--- src/rtl/uart_tx_frame.sv ---
// UART transmitter with configurable data width, parity and stop bits.
// A one-entry holding register behind a valid/ready handshake lets frames
// go out back to back with no idle gap. The line, busy and done outputs
// are registered copies of what the FSM presents, so tx has no
// combinational path from the inputs.
module uart_tx_frame #(
  parameter int CLK_FREQ  = 1_000_000,
  parameter int BAUD_RATE = 9600,
  parameter int DATA_BITS = 8,
  parameter int PARITY    = 0,
  parameter int STOP_BITS = 1
) (
  input  logic                 clk,
  input  logic                 rst_n,
  input  logic                 tx_valid,
  input  logic [DATA_BITS-1:0] tx_data,
  output logic                 tx_ready,
  output logic                 tx,
  output logic                 tx_busy,
  output logic                 tx_done
);

  localparam int BIT_PERIOD = CLK_FREQ / BAUD_RATE;
  localparam int CNT_W      = (BIT_PERIOD > 1) ? $clog2(BIT_PERIOD) : 1;

  localparam logic [CNT_W-1:0] BAUD_LAST = CNT_W'(BIT_PERIOD - 1);
  localparam logic [3:0]       DATA_LAST = 4'(DATA_BITS - 1);
  localparam logic [3:0]       STOP_LAST = 4'(STOP_BITS - 1);

  if (BIT_PERIOD < 2) begin : g_bad_baud
    $error("uart_tx_frame: CLK_FREQ/BAUD_RATE must be at least 2");
  end
  if (DATA_BITS < 5 || DATA_BITS > 9) begin : g_bad_data
    $error("uart_tx_frame: DATA_BITS must be in 5..9");
  end
  if (PARITY < 0 || PARITY > 2) begin : g_bad_parity
    $error("uart_tx_frame: PARITY must be 0, 1 or 2");
  end
  if (STOP_BITS < 1 || STOP_BITS > 2) begin : g_bad_stop
    $error("uart_tx_frame: STOP_BITS must be 1 or 2");
  end

  typedef enum logic [2:0] {
    ST_IDLE,
    ST_START,
    ST_DATA,
    ST_PARITY,
    ST_STOP
  } state_t;

  state_t               state;
  state_t               next_state;
  logic [CNT_W-1:0]     baud_cnt;
  logic [3:0]           bit_cnt;
  logic [DATA_BITS-1:0] shift_reg;
  logic                 par_bit;
  logic [DATA_BITS-1:0] hold_data;
  logic                 hold_full;
  logic                 tx_reg;
  logic                 busy_reg;
  logic                 done_reg;

  logic                 baud_end;
  logic                 frame_end;
  logic                 load;
  logic                 line_val;

  assign baud_end  = (baud_cnt == BAUD_LAST);
  assign frame_end = (state == ST_STOP) && baud_end && (bit_cnt == STOP_LAST);
  assign tx_ready  = ~hold_full;
  assign tx        = tx_reg;
  assign tx_busy   = busy_reg;
  assign tx_done   = done_reg;

  // State register; reset abandons any frame in flight.
  always_ff @(posedge clk) begin
    if (!rst_n) begin
      state <= ST_IDLE;
    end else begin
      state <= next_state;
    end
  end

  // Next-state logic, shifter load request and the line level for this state.
  always_comb begin
    next_state = state;
    load       = 1'b0;
    line_val   = 1'b1;
    case (state)
      ST_IDLE: begin
        if (hold_full) begin
          load       = 1'b1;
          next_state = ST_START;
        end
      end
      ST_START: begin
        line_val = 1'b0;
        if (baud_end) begin
          next_state = ST_DATA;
        end
      end
      ST_DATA: begin
        line_val = shift_reg[0];
        if (baud_end && (bit_cnt == DATA_LAST)) begin
          next_state = (PARITY != 0) ? ST_PARITY : ST_STOP;
        end
      end
      ST_PARITY: begin
        line_val = par_bit;
        if (baud_end) begin
          next_state = ST_STOP;
        end
      end
      ST_STOP: begin
        line_val = 1'b1;
        if (frame_end) begin
          if (hold_full) begin
            load       = 1'b1;
            next_state = ST_START;
          end else begin
            next_state = ST_IDLE;
          end
        end
      end
      default: begin
        next_state = ST_IDLE;
      end
    endcase
  end

  // Baud and bit counters plus the data shifter; parity is fixed at load time.
  always_ff @(posedge clk) begin
    if (!rst_n) begin
      baud_cnt  <= '0;
      bit_cnt   <= '0;
      shift_reg <= '0;
      par_bit   <= 1'b0;
    end else if (load) begin
      shift_reg <= hold_data;
      par_bit   <= (PARITY == 1) ? ~^hold_data : ^hold_data;
      baud_cnt  <= '0;
      bit_cnt   <= '0;
    end else if (state != ST_IDLE) begin
      if (baud_end) begin
        baud_cnt <= '0;
        if (state == ST_DATA) begin
          shift_reg <= shift_reg >> 1;
          bit_cnt   <= (bit_cnt == DATA_LAST) ? 4'd0 : bit_cnt + 4'd1;
        end else if (state == ST_STOP) begin
          bit_cnt <= bit_cnt + 4'd1;
        end else begin
          bit_cnt <= '0;
        end
      end else begin
        baud_cnt <= baud_cnt + 1'b1;
      end
    end
  end

  // Holding register: filled on handshake, emptied when the shifter takes it.
  always_ff @(posedge clk) begin
    if (!rst_n) begin
      hold_data <= '0;
      hold_full <= 1'b0;
    end else if (tx_valid && !hold_full) begin
      hold_data <= tx_data;
      hold_full <= 1'b1;
    end else if (load) begin
      hold_full <= 1'b0;
    end
  end

  // Registered outputs so the line never glitches on input changes.
  always_ff @(posedge clk) begin
    if (!rst_n) begin
      tx_reg   <= 1'b1;
      busy_reg <= 1'b0;
      done_reg <= 1'b0;
    end else begin
      tx_reg   <= line_val;
      busy_reg <= (state != ST_IDLE);
      done_reg <= frame_end;
    end
  end

endmodule

--- config.mk ---
export PLATFORM = sky130hd
export DESIGN_NAME = uart_tx_frame
export DESIGN_NICKNAME = d
export VERILOG_FILES = /design/src/rtl/uart_tx_frame.sv
export SDC_FILE = /design/constraint.sdc
export NUM_CORES = 1
export LEC_CHECK = 0
export ABC_AREA = 1
export ABC_CLOCK_PERIOD_IN_PS = 2000
export BUFFER_PORTS_ARGS = -buffer_cell sky130_fd_sc_hd__buf_2
export CORE_UTILIZATION = 29
export DETAILED_ROUTE_END_ITERATION = 6
export PLACE_DENSITY = 0.43
export SLEW_MARGIN = 30
export SYNTH_ARGS = -nofsm -noshare
export SYNTH_HDL_FRONTEND = slang
export SYNTH_SLANG_ARGS = --single-unit
--- constraint.sdc ---
create_clock -name clk -period 2 [get_ports clk]
set_input_delay 0.4 -clock clk [delete_from_list [all_inputs] [get_ports clk]]
set_output_delay 0.4 -clock clk [all_outputs]
set_load 0.01 [all_outputs]
# Word-level counts from Yosys, hierarchy flattened
# Index checks and enable logic that the tools add are counted.
# classes
eq_ne,11
mux,21
bitwise,2
reduce_logical,17
addsub,2
# ops
cell,n
8-bit two-way mux,4
3-bit two-way mux,5
3-bit case mux with 5 select lines,1
4-bit two-way mux,3
"2-bit != test, second input constant",5
2-bit nonzero test,4
8-bit XOR reduction,1
"7-bit by 1-bit adder with 7-bit output, second input constant",1
"7-bit equality test, second input constant",1
7-bit two-way mux,1
"3-bit by 2-bit equality test with 1-bit output, second input constant",2
1-bit two-way mux,5
5-bit AND reduction,1
"4-bit by 1-bit adder with 4-bit output, second input constant",1
"4-bit by 3-bit equality test with 1-bit output, second input constant",1
1-bit logical AND,4
4-bit zero test,1
"3-bit by 1-bit equality test with 1-bit output, second input constant",1
"3-bit equality test, second input constant",1
3-bit zero test,1
1-bit case mux with 3 select lines,1
3-bit AND reduction,1
3-bit nonzero test,1
1-bit inverter,2
other kinds (4),4
# word_totals
word_cells,63
reg_bits,35
in_bits,11
output_inout_bits,4

# Depth between registers and ports, before layout
# Gate-level depths: netlist (run 1).
# logic_depth
word_depth,7
mapped_depth,11

# Worst setup path before layout (run 1)
# Ideal clock, no wire load.
# synth_path
path_type,register to register
from,register baud_cnt[0]
to,register baud_cnt[6]
required_time_ns,1.886
t_arrival_ns,1.323
path_stages_with_launch,11
synth_period_minus_slack_ns,1.438
path_buffers,0
setup_slack_ns,0.562
cell_sequence,dfxtp_1 > ha_1 > nand3_1 > nor2_4 > nand2_2 > nand2_4 > nand2_4 > nand2_2 > inv_1 > nand2_1 > nor2_1
# synth_via
elab_chain_cells,6
# synth_lines
element,line,source
from (decl),53,logic [CNT_W-1:0] baud_cnt;
from (signal assigned),155,baud_cnt <= baud_cnt + 1'b1;
7-bit equality test,68,assign baud_end = (baud_cnt == BAUD_LAST);
1-bit logical AND (2 in a row),69,assign frame_end = (state == ST_STOP) && baud_end && (bit_cnt == STOP_LAST);
1-bit two-way mux,116,if (frame_end) begin
1-bit case mux with 2 select lines,89,case (state)
2-bit OR reduction (no source line),--,
# Parallel ways exist; a longest one is shown, timed or not.
# A chain may end at the register's enable or synchronous reset.

# Worst setup path after layout (run 1)
# Same ends and word-level chain as after synthesis.

==> results of run 1 <==
==> path summary, 6_finish.rpt <==
| check | end | slack, ns | from |
|---|---|---|---|
| worst max register to register | baud_cnt[6] | 0.25 | baud_cnt[0] |
| worst min-delay path | hold_data[7] | 0.33 | tx_data[7] |
| worst min register to register | shift_reg[7] | 0.48 | shift_reg[7] |
| worst max-delay path | baud_cnt[6] | 0.25 | baud_cnt[0] |
==> report_power, final <==
| group | internal (mW) | total [mW] | leakage [nW] | switching (mW) |
|---|---|---|---|---|
| combinational | 0.270 | 0.756 | 0.538 | 0.487 |
| sequential | 0.812 | 0.910 | 0.286 | 0.0975 |
| clock | 0.245 | 0.502 | 0.0422 | 0.258 |
| total | 1.33 | 2.17 | 0.867 | 0.842 |
==> per-stage QoR <==
step	instance area (um^2)	power, mW	hold WS [ns]	worst slack, ns
after floorplan	1800	1.52	0.455	0.562
after global placement	1940	1.70	0.473	0.314
after detailed placement	1940	1.69	0.477	0.256
after CTS	2020	2.20	0.325	0.241
after global routing	2020	2.35	0.338	0.0465
final	2020	2.17	0.330	0.250
==> synthesized netlist by cell type (all sizes together), types with 4 or more instances <==
cell     n  area [um^2]
nor2    66          275
nand2   53          231
dfxtp   35          701
nand3   24          120
inv     22         82.6
a21oi   13         65.1
o21ai   11         55.1
nand3b   6         45.0
xnor2    5         43.8
nand4    4         31.3
nor3     4         31.3
xor2     4         35.0
==> worst register-to-register path, delay by kind of cell (launching register included) <==
kind	cells	cell delay [ns]
buffers and inverters	1	0.08
adders and majority gates	1	0.20
and+or+nand+nor	8	0.98
DFF	1	0.38
==> area by class of cell <==
cell class	instances	area [um^2]	share of cell area, %
inverters	22	82.6	4.09
multi-input cells	196	991	49.1
clock inverters	1	5.00	0.248
repair buffers	14	70.1	3.47
flip-flops and latches	35	701	34.7
clock buffers	7	76.3	3.78
well taps	75	93.8	4.65
==> placed cells by master, fill, tap and decap left out, drive strengths merged <==
cell / n
a21oi: 13
nand4: 4
xnor2: 5
nor3: 4
dfxtp: 35
nand3b: 6
nand3: 24
inv: 22
buf: 14
nor2: 66
ha: 3
nand2: 53
o211ai: 1
o21ai: 11
clkinv: 1
clkbuf: 7
xor2: 4
and2: 2
==> routing by layer <==
layer / up-vias / track usage [%] / part of all wire, %
li1: 857 / - / -
met1: 695 / 19.4 / 55
met2: 25 / 21.2 / 40
met3: 7 / 4.09 / 3.9
met4: 0 / 4.82 / 1.5
met5: - / 0 / 0
==> cells by family (layout without fill, tap and decap cells) <==
family	after synthesis	count (layout)	synth area share, %
adders and majority gates	3	3	2.09
DFF	35	35	39.0
xor gates and xnor gates	9	9	4.39
AOI/OAI and AO/OA	25	25	7.10
and+or+nand+nor	159	159	41.6
buffers and inverters	25	44	5.85
==> run_results.csv, run 1 <==
group,metric,value,unit
status,outcome,"finished, final reports clean",
yosys,synth_nets,270,
grt,antenna_found_initial,0,
final_layout,drive_gt1_share,14.9,%
yosys,synth_edf_count,0,
yosys,synthFlopType,"dfxtp_1",
detailed_routing,drtPass1Iterations,4,
critical_path,cp.buffers_inverters,1,
floorplanning,dieArea,6510,um^2
critical_path,reg2reg_depth,10,
floorplanning,fp.dieH,80.7,um
grt,grt_usage,14.2,%
timing,slew-limit-headroom,68.1,%
detailed_routing,wl,3920,um
timing,finClkSkew,0.00408,ns
detailed_routing,first_iter_violations,97,
critical_path,path_depth,10,
timing,fmax,0.571,GHz
final_layout,insertedDiodeCount,0,
critical_path,crit_path_top_delay_cell,"dfxtp_1",
yosys,synth_warnings,0,
pwr,p_per_area,1070,nW/um^2
critical_path,timing.critical_path.from_type,"register",
timing,drv_slew,0,
timing,layout_worst_path_cycle_share,87.5,%
placed_design,place_congestion,0.814,
clock_network,clk_path_buf_depth,2,
yosys,synth.avg_cell_area,7.02,um^2
timing,fin_crit,1.75,ns
floorplanning,rows,28,
clock_network,clkSlewWorstSetupHoldPaths,0.07,ns
timing,finalHoldViolCount,0,
critical_path,path_cells,"ha_1, nand3_1, nor2_4, nand2_2, nand2_4, nand2_4, nand2_2, inv_1, nand2_1, nor2_1",
clock_network,cts_setup_buffers,0,
job,cap_violations,0,
detailed_routing,ant_nets,0,
placed_design,place_inst,342,
pwr,leakage,0.867,nW
yosys,synthesis.area,1800,um^2
timing,finalSetupTns,0,ns
floorplanning,io_pins,15,
clock_network,htree_levels,2,
pwr,irDropWorstVdd,0.411,mV
critical_path,crit_arrival,1.93,ns
yosys,async_reset_ff_share,0,%
grt,grt_max_degree,20,
floorplanning,die_w,80.7,um
placed_design,port_buffers,14,
final_layout,fin_cells,350,
clock_network,cts_tree,"done",
floorplanning,initial_core_util,30.2,%
critical_path,critPathTopFamily,"simple AND/OR/NAND/NOR gates",
clock_network,root_buffer,"clkbuf_8",
yosys,ys_types,25,
clock_network,cts-buffers-inserted,5,
floorplanning,coreArea,5960,um^2
final_layout,nets,288,
min_path,whs_path_depth,3,
min_path,min_path_type,"input port to register",
grt,grt_pass1_vias,1489,
final_layout,nFillCells,688,
critical_path,crit_required,2.18,ns
clock_network,cts_hold_buf,0,
yosys,ys_ff_latch,35,
critical_path,cp-end-kind,"register",
critical_path,cpPeakStageDelay,0.38,ns
grt,grt_first_pass_wirelength,6980,um
detailed_routing,viasPerCell,4.53,
yosys,ys_seq_area_share,39.0,%
detailed_routing,num_vias,1584,
clock_network,cts_resized,0,
clock_network,insertion_delay,0.29,ns
detailed_routing,drc_errors,0,
critical_path,critPathKind,"register to register",
timing,rsz0062_at_grt,"no",
detailed_routing,wire_per_inst,11.2,um
final_layout,syn2layout_area_growth,12.4,%
timing,worst_slew_pin_slew,0.477,ns
clock_network,clock-sinks,35,
critical_path,critPathMaxFanout,11,
yosys,synthCells,256,
grt,grt_overflow_total,0,
final_layout,fin_util,33.9,%
timing,setup_viol,0,
placed_design,hpwlAfterDp,2930,um
Power figures use the tool's default switching activity.
==> run 2, diff against run 1 <==
--- a/config.mk
+++ b/config.mk
@@ -8,9 +8,10 @@
 export ABC_AREA = 1
 export ABC_CLOCK_PERIOD_IN_PS = 2000
 export BUFFER_PORTS_ARGS = -buffer_cell sky130_fd_sc_hd__buf_2
-export CORE_UTILIZATION = 29
+export CORE_UTILIZATION = 42
 export DETAILED_ROUTE_END_ITERATION = 6
-export PLACE_DENSITY = 0.43
+export HOLD_SLACK_MARGIN = 0.15
+export PLACE_DENSITY = 0.57
 export SLEW_MARGIN = 30
 export SYNTH_ARGS = -nofsm -noshare
 export SYNTH_HDL_FRONTEND = slang
==> run 2 against run 1 <==
Die area shrank 30%; via count shrank 3.0%; first-iteration DRC count grew 10%; core utilization grew 16 points; critical path type unchanged; largest cell class unchanged; largest power group unchanged.
==> run_results.csv, run 2 (synthesis gave the netlist of run 1 again) <==
group,metric,value,unit
status,outcome,"finished, final reports clean",
pwr,switchingPower,0.836,mW
floorplanning,initial_core_util,44.3,%
clock_network,htree_levels,2,
pwr,clock_power_share,31.2,%
grt,grt_pass1_vias,1357,
final_layout,mostFrequentLayoutCell,"nor2_1",
clock_network,clkSlewWorstSetupHoldPaths,0.07,ns
critical_path,reg2reg_depth,10,
timing,fmax,0.581,GHz
detailed_routing,drc_errors,0,
clock_network,insertion_delay,0.29,ns
placed_design,hpwlAfterDp,2710,um
grt,grt_first_pass_wirelength,6270,um
timing,fin_crit,1.72,ns
clock_network,clk_path_buf_depth,2,
grt,grt_max_degree,20,
timing,rsz0062_at_grt,"no",
min_path,whs_path_depth,3,
pwr,p_seq_share,37.6,%
critical_path,timing.critical_path.from_type,"register",
job,cap_violations,0,
min_path,min_path_type,"input port to register",
clock_network,cts-buffers-inserted,5,
final_layout,insertedDiodeCount,0,
placed_design,port_buffers,14,
grt,grt_overflow_total,0,
final_layout,syn2layout_area_growth,13.5,%
grt,antenna_found_initial,0,
timing,worst_slew_pin_slew,0.464,ns
timing,setup_viol,0,
detailed_routing,wl,3660,um
final_layout,drive_gt1_share,15.3,%
pwr,p_int,1.58,mW
critical_path,critPathMaxFanout,11,
critical_path,worstReg2RegStart,"baud_cnt[0]",
clock_network,cts_tree,"done",
timing,finalSetupTns,0,ns
timing,finalHoldViolCount,0,
floorplanning,io_pins,15,
detailed_routing,first_iter_violations,107,
min_path,holdCritStartpoint,"tx_data[7]",
timing,drv_slew,0,
pwr,netSwitchingFraction,34.6,%
grt,grt_usage,18.9,%
detailed_routing,wire_per_inst,11.3,um
final_layout,fin_util,50.3,%
min_path,min_to,"hold_data[7]",
pwr,p_per_area,1180,nW/um^2
floorplanning,dieArea,4540,um^2
clock_network,clock-sinks,35,
final_layout,final_cell_mix,"59 x nor2_1, 46 x nand2_1, 35 x dfxtp_1, 24 x nand3_1, 17 x inv_1",
placed_design,place_congestion,0.803,
pwr,leakage,0.890,nW
critical_path,critPathKind,"register to register",
floorplanning,coreArea,4060,um^2
critical_path,crit_arrival,1.91,ns
detailed_routing,viasPerCell,4.73,
critical_path,r2r-end,"baud_cnt[6]",
timing,slew-limit-headroom,68.9,%
timing,finClkSkew,0.00921,ns
clock_network,cts_hold_buf,0,
detailed_routing,drtPass1Iterations,4,
clock_network,cts_setup_buffers,0,
pwr,irDropWorstVdd,0.650,mV
final_layout,nets,288,
floorplanning,rows,23,
detailed_routing,num_vias,1536,
detailed_routing,ant_nets,0,
critical_path,crit_required,2.19,ns
critical_path,rrSetupSlack,0.28,ns
floorplanning,die_w,67.4,um
clock_network,cts_resized,0,
clock_network,root_buffer,"clkbuf_8",
timing,layout_worst_path_cycle_share,86.0,%
floorplanning,fp.dieH,67.4,um
pwr,p_comb_share,31.1,%
critical_path,cp-end-kind,"register",
==> run 2: stage by stage <==
stage | hold slack [ns] | cell area (um^2) | std cells | setup WS [ns] | total power [mW]
2_1_floorplan | 0.455 | 1800 | 256 | 0.562 | 1.52
3_3_place_gp | 0.473 | 1910 | 317 | 0.347 | 1.67
3_5_place_dp | 0.485 | 1910 | 317 | 0.293 | 1.68
4_1_cts | 0.323 | 2040 | 325 | 0.272 | 2.43
5_1_grt | 0.326 | 2040 | 325 | 0.114 | 2.59
6_report | 0.327 | 2040 | 325 | 0.280 | 2.42
==> run 2: per-layer routing <==
metal  track usage (%)  up-vias  wire length, um  share of wire [%]
met5                 0        -                0                  0
met4              7.98        0               36               0.98
met3              4.56        4              106                2.9
met2              27.0       25             1410                 38
met1              26.8      654             2110                 58
li1                  -      853                -                  -
==> run 2: worst max path at each step <==
stage	from	endpoint	slack [ns]	depth (start not counted)
after floorplan	baud_cnt[0]	baud_cnt[6]	0.56	10
after global placement	baud_cnt[0]	baud_cnt[6]	0.35	10
after detailed placement	baud_cnt[0]	baud_cnt[6]	0.29	10
after CTS	baud_cnt[0]	baud_cnt[6]	0.27	10
after global routing	baud_cnt[0]	baud_cnt[6]	0.11	10
final	baud_cnt[0]	baud_cnt[6]	0.28	10
==> run 2: worst max-delay path, stage by stage, from the launching register on <==
cell and delay [ns]:
dfxtp_1 0.38, ha_1 0.20, nand3_1 0.13, nor2_4 0.13, nand2_2 0.09, nand2_4 0.11
nand2_4 0.11, nand2_2 0.21, inv_1 0.08, nand2_1 0.10, nor2_1 0.06
==> run 2: power by group through the flow <==
stage	registers, mW	clock network, mW	logic (mW)
3_5_place_dp	0.924	0	0.757
4_1_cts	0.908	0.768	0.759
6_report	0.909	0.755	0.752
5_1_grt	0.927	0.802	0.859
3_3_place_gp	0.924	0	0.749
2_1_floorplan	0.908	0	0.614
==> run 2: area by class of cell <==
cell class	count	area [um^2]
timing repair buffer	14	70.1
inverter	22	82.6
clock buffer	6	72.6
multi-input combinational	196	991
tap	50	62.6
fill	416	2020
sequential	35	701
clock inverter	2	60.1
==> run 3, diff against run 2 <==
--- a/config.mk
+++ b/config.mk
@@ -12,7 +12,8 @@
 export DETAILED_ROUTE_END_ITERATION = 6
 export HOLD_SLACK_MARGIN = 0.15
 export PLACE_DENSITY = 0.57
-export SLEW_MARGIN = 30
+export REMOVE_ABC_BUFFERS = 1
+export SLEW_MARGIN = 20
 export SYNTH_ARGS = -nofsm -noshare
 export SYNTH_HDL_FRONTEND = slang
 export SYNTH_SLANG_ARGS = --single-unit
==> run 3 against run 2 <==
Combinational power up 0.5%; maximum frequency up 0.32%; worst hold slack hardly changed; core utilization is 0.93 points lower; non-clock buffer count grew 1; largest cell class unchanged.
==> run_results.csv, run 3 (synthesis gave the netlist of run 1 again) <==
group,metric,value,unit
status,outcome,"finished, final reports clean",
floorplanning,rows,23,
critical_path,crit_path_start,"baud_cnt[0]",
timing,slew-limit-headroom,74.9,%
clock_network,root_buffer,"clkbuf_8",
pwr,leakage,0.877,nW
detailed_routing,wire_per_inst,11.3,um
clock_network,cts-buffers-inserted,5,
detailed_routing,drc_errors,0,
placed_design,dpl_cell_area,1910,um^2
clock_network,cts_hold_buf,0,
critical_path,crit_path_end,"baud_cnt[6]",
timing,worst_slew_pin_slew,0.375,ns
floorplanning,dieArea,4540,um^2
final_layout,final_area,2000,um^2
detailed_routing,first_iter_violations,92,
detailed_routing,wl,3670,um
job,cap_violations,0,
clock_network,clk_path_buf_depth,2,
clock_network,cts_tree,"done",
final_layout,syn2layout_area_growth,11.4,%
critical_path,critPathMaxFanout,11,
critical_path,cpPeakStageDelay,0.38,ns
final_layout,mostFrequentLayoutCell,"nor2_1",
critical_path,path_cells,"ha_1, nand3_1, nor2_4, nand2_2, nand2_4, nand2_4, nand2_2, inv_1, nand2_1, nor2_1",
timing,drv_slew,0,
final_layout,final_cell_mix,"59 x nor2_1, 46 x nand2_1, 35 x dfxtp_1, 24 x nand3_1, 17 x inv_1",
placed_design,place_inst,318,
placed_design,place_congestion,0.740,
critical_path,rrSetupSlack,0.29,ns
detailed_routing,ant_nets,0,
clock_network,clkSlewWorstSetupHoldPaths,0.07,ns
min_path,min_path_type,"input port to register",
critical_path,cp.buffers_inverters,1,
final_layout,fin_cells,325,
timing,layout_worst_path_cycle_share,85.7,%
clock_network,cts_resized,0,
timing,fin_crit,1.71,ns
grt,grt_max_degree,20,
placed_design,port_buffers,14,
grt,grt_usage,19.2,%
detailed_routing,viasPerCell,4.74,
critical_path,worstReg2RegStart,"baud_cnt[0]",
grt,grt_pass1_vias,1364,
pwr,irDropWorstVdd,0.466,mV
clock_network,clock-sinks,35,
grt,grt_first_pass_wirelength,6290,um
floorplanning,io_pins,15,
critical_path,critPathTopFamily,"simple AND/OR/NAND/NOR gates",
clock_network,insertion_delay,0.29,ns
critical_path,critPathKind,"register to register",
detailed_routing,drtPass1Iterations,6,
critical_path,crit_arrival,1.90,ns
timing,finClkSkew,0.00191,ns
clock_network,htree_levels,2,
timing,rsz0062_at_grt,"no",
critical_path,crit_path_top_delay_cell,"dfxtp_1",
clock_network,cts_setup_buffers,0,
timing,finalSetupTns,0,ns
critical_path,r2r-end,"baud_cnt[6]",
floorplanning,fp.dieH,67.4,um
placed_design,hpwlAfterDp,2740,um
floorplanning,initial_core_util,44.3,%
pwr,p_per_area,1090,nW/um^2
floorplanning,die_w,67.4,um
timing,setup_viol,0,
critical_path,cp-end-kind,"register",
final_layout,insertedDiodeCount,0,
final_layout,nets,289,
timing,fmax,0.583,GHz
grt,antenna_found_initial,0,
critical_path,crit_required,2.19,ns
timing,finalHoldViolCount,0,
floorplanning,coreArea,4060,um^2
final_layout,drive_gt1_share,15.6,%
critical_path,path_depth,10,
grt,grt_overflow_total,0,
critical_path,reg2reg_depth,10,
critical_path,timing.critical_path.from_type,"register",
detailed_routing,num_vias,1542,
-- run 3: cell types whose count changed in the layout (fill, tap and decap cells not counted), sizes merged --
cell,change
clkinv,+1
bufinv,-2
buf,+1
-- run 3: worst register-to-register path, cell delays in order, from the launching register on --
cell	delay, ns
dfxtp_1	0.38
ha_1	0.20
nand3_1	0.12
nor2_4	0.13
nand2_2	0.10
nand2_4	0.12
nand2_4	0.11
nand2_2	0.21
inv_1	0.08
nand2_1	0.10
nor2_1	0.05
-- run 3: per-stage QoR --
stage | power [mW] | hold slack, ns | util (%) | setup WS [ns]
final | 2.18 | 0.327 | 49.3 | 0.286
after global routing | 2.37 | 0.320 | 49.3 | 0.0916
after CTS | 2.21 | 0.316 | 49.3 | 0.257
after detailed placement | 1.68 | 0.480 | 47.2 | 0.264
after global placement | 1.68 | 0.474 | 47.2 | 0.338
after floorplan | 1.50 | 0.455 | - | 0.515
-- run 3: worst min path at each step --
| stage | start | to | cells past startpoint |
|---|---|---|---|
| finish | tx_data[7] | hold_data[7] | 3 |
| global route | tx_data[5] | hold_data[5] | 3 |
| global placement | baud_cnt[1] | baud_cnt[1] | 2 |
| floorplan | par_bit | tx | 2 |
| CTS | tx_data[3] | hold_data[3] | 3 |
| detailed placement | bit_cnt[3] | bit_cnt[3] | 2 |
-- run 3: power by group --
part           switching (mW)  leakage [nW]  internal, mW  total (mW)
Sequential             0.0957         0.286         0.813       0.908
Clock                   0.249        0.0470         0.270       0.519
Combinational           0.483         0.543         0.272       0.756
Total                   0.828         0.877          1.35        2.18
-- run 3: cell type report --
| class | instances | area (um^2) |
|---|---|---|
| fillers | 431 | 2060 |
| well taps | 50 | 62.6 |
| flip-flops and latches | 35 | 701 |
| clock buffers | 6 | 82.6 |
| multi-input cells | 196 | 991 |
| inverters | 22 | 82.6 |
| repair buffers | 15 | 77.6 |
| clock inverters | 1 | 5.00 |
-- run 3: layer usage --
layer | vias up | share of wire (%) | track usage (%)
li1 | 855 | - | -
met1 | 658 | 56 | 27.4
met2 | 21 | 39 | 25.6
met3 | 8 | 3.1 | 5.41
met4 | 0 | 2.3 | 10.4
met5 | - | 0 | 0
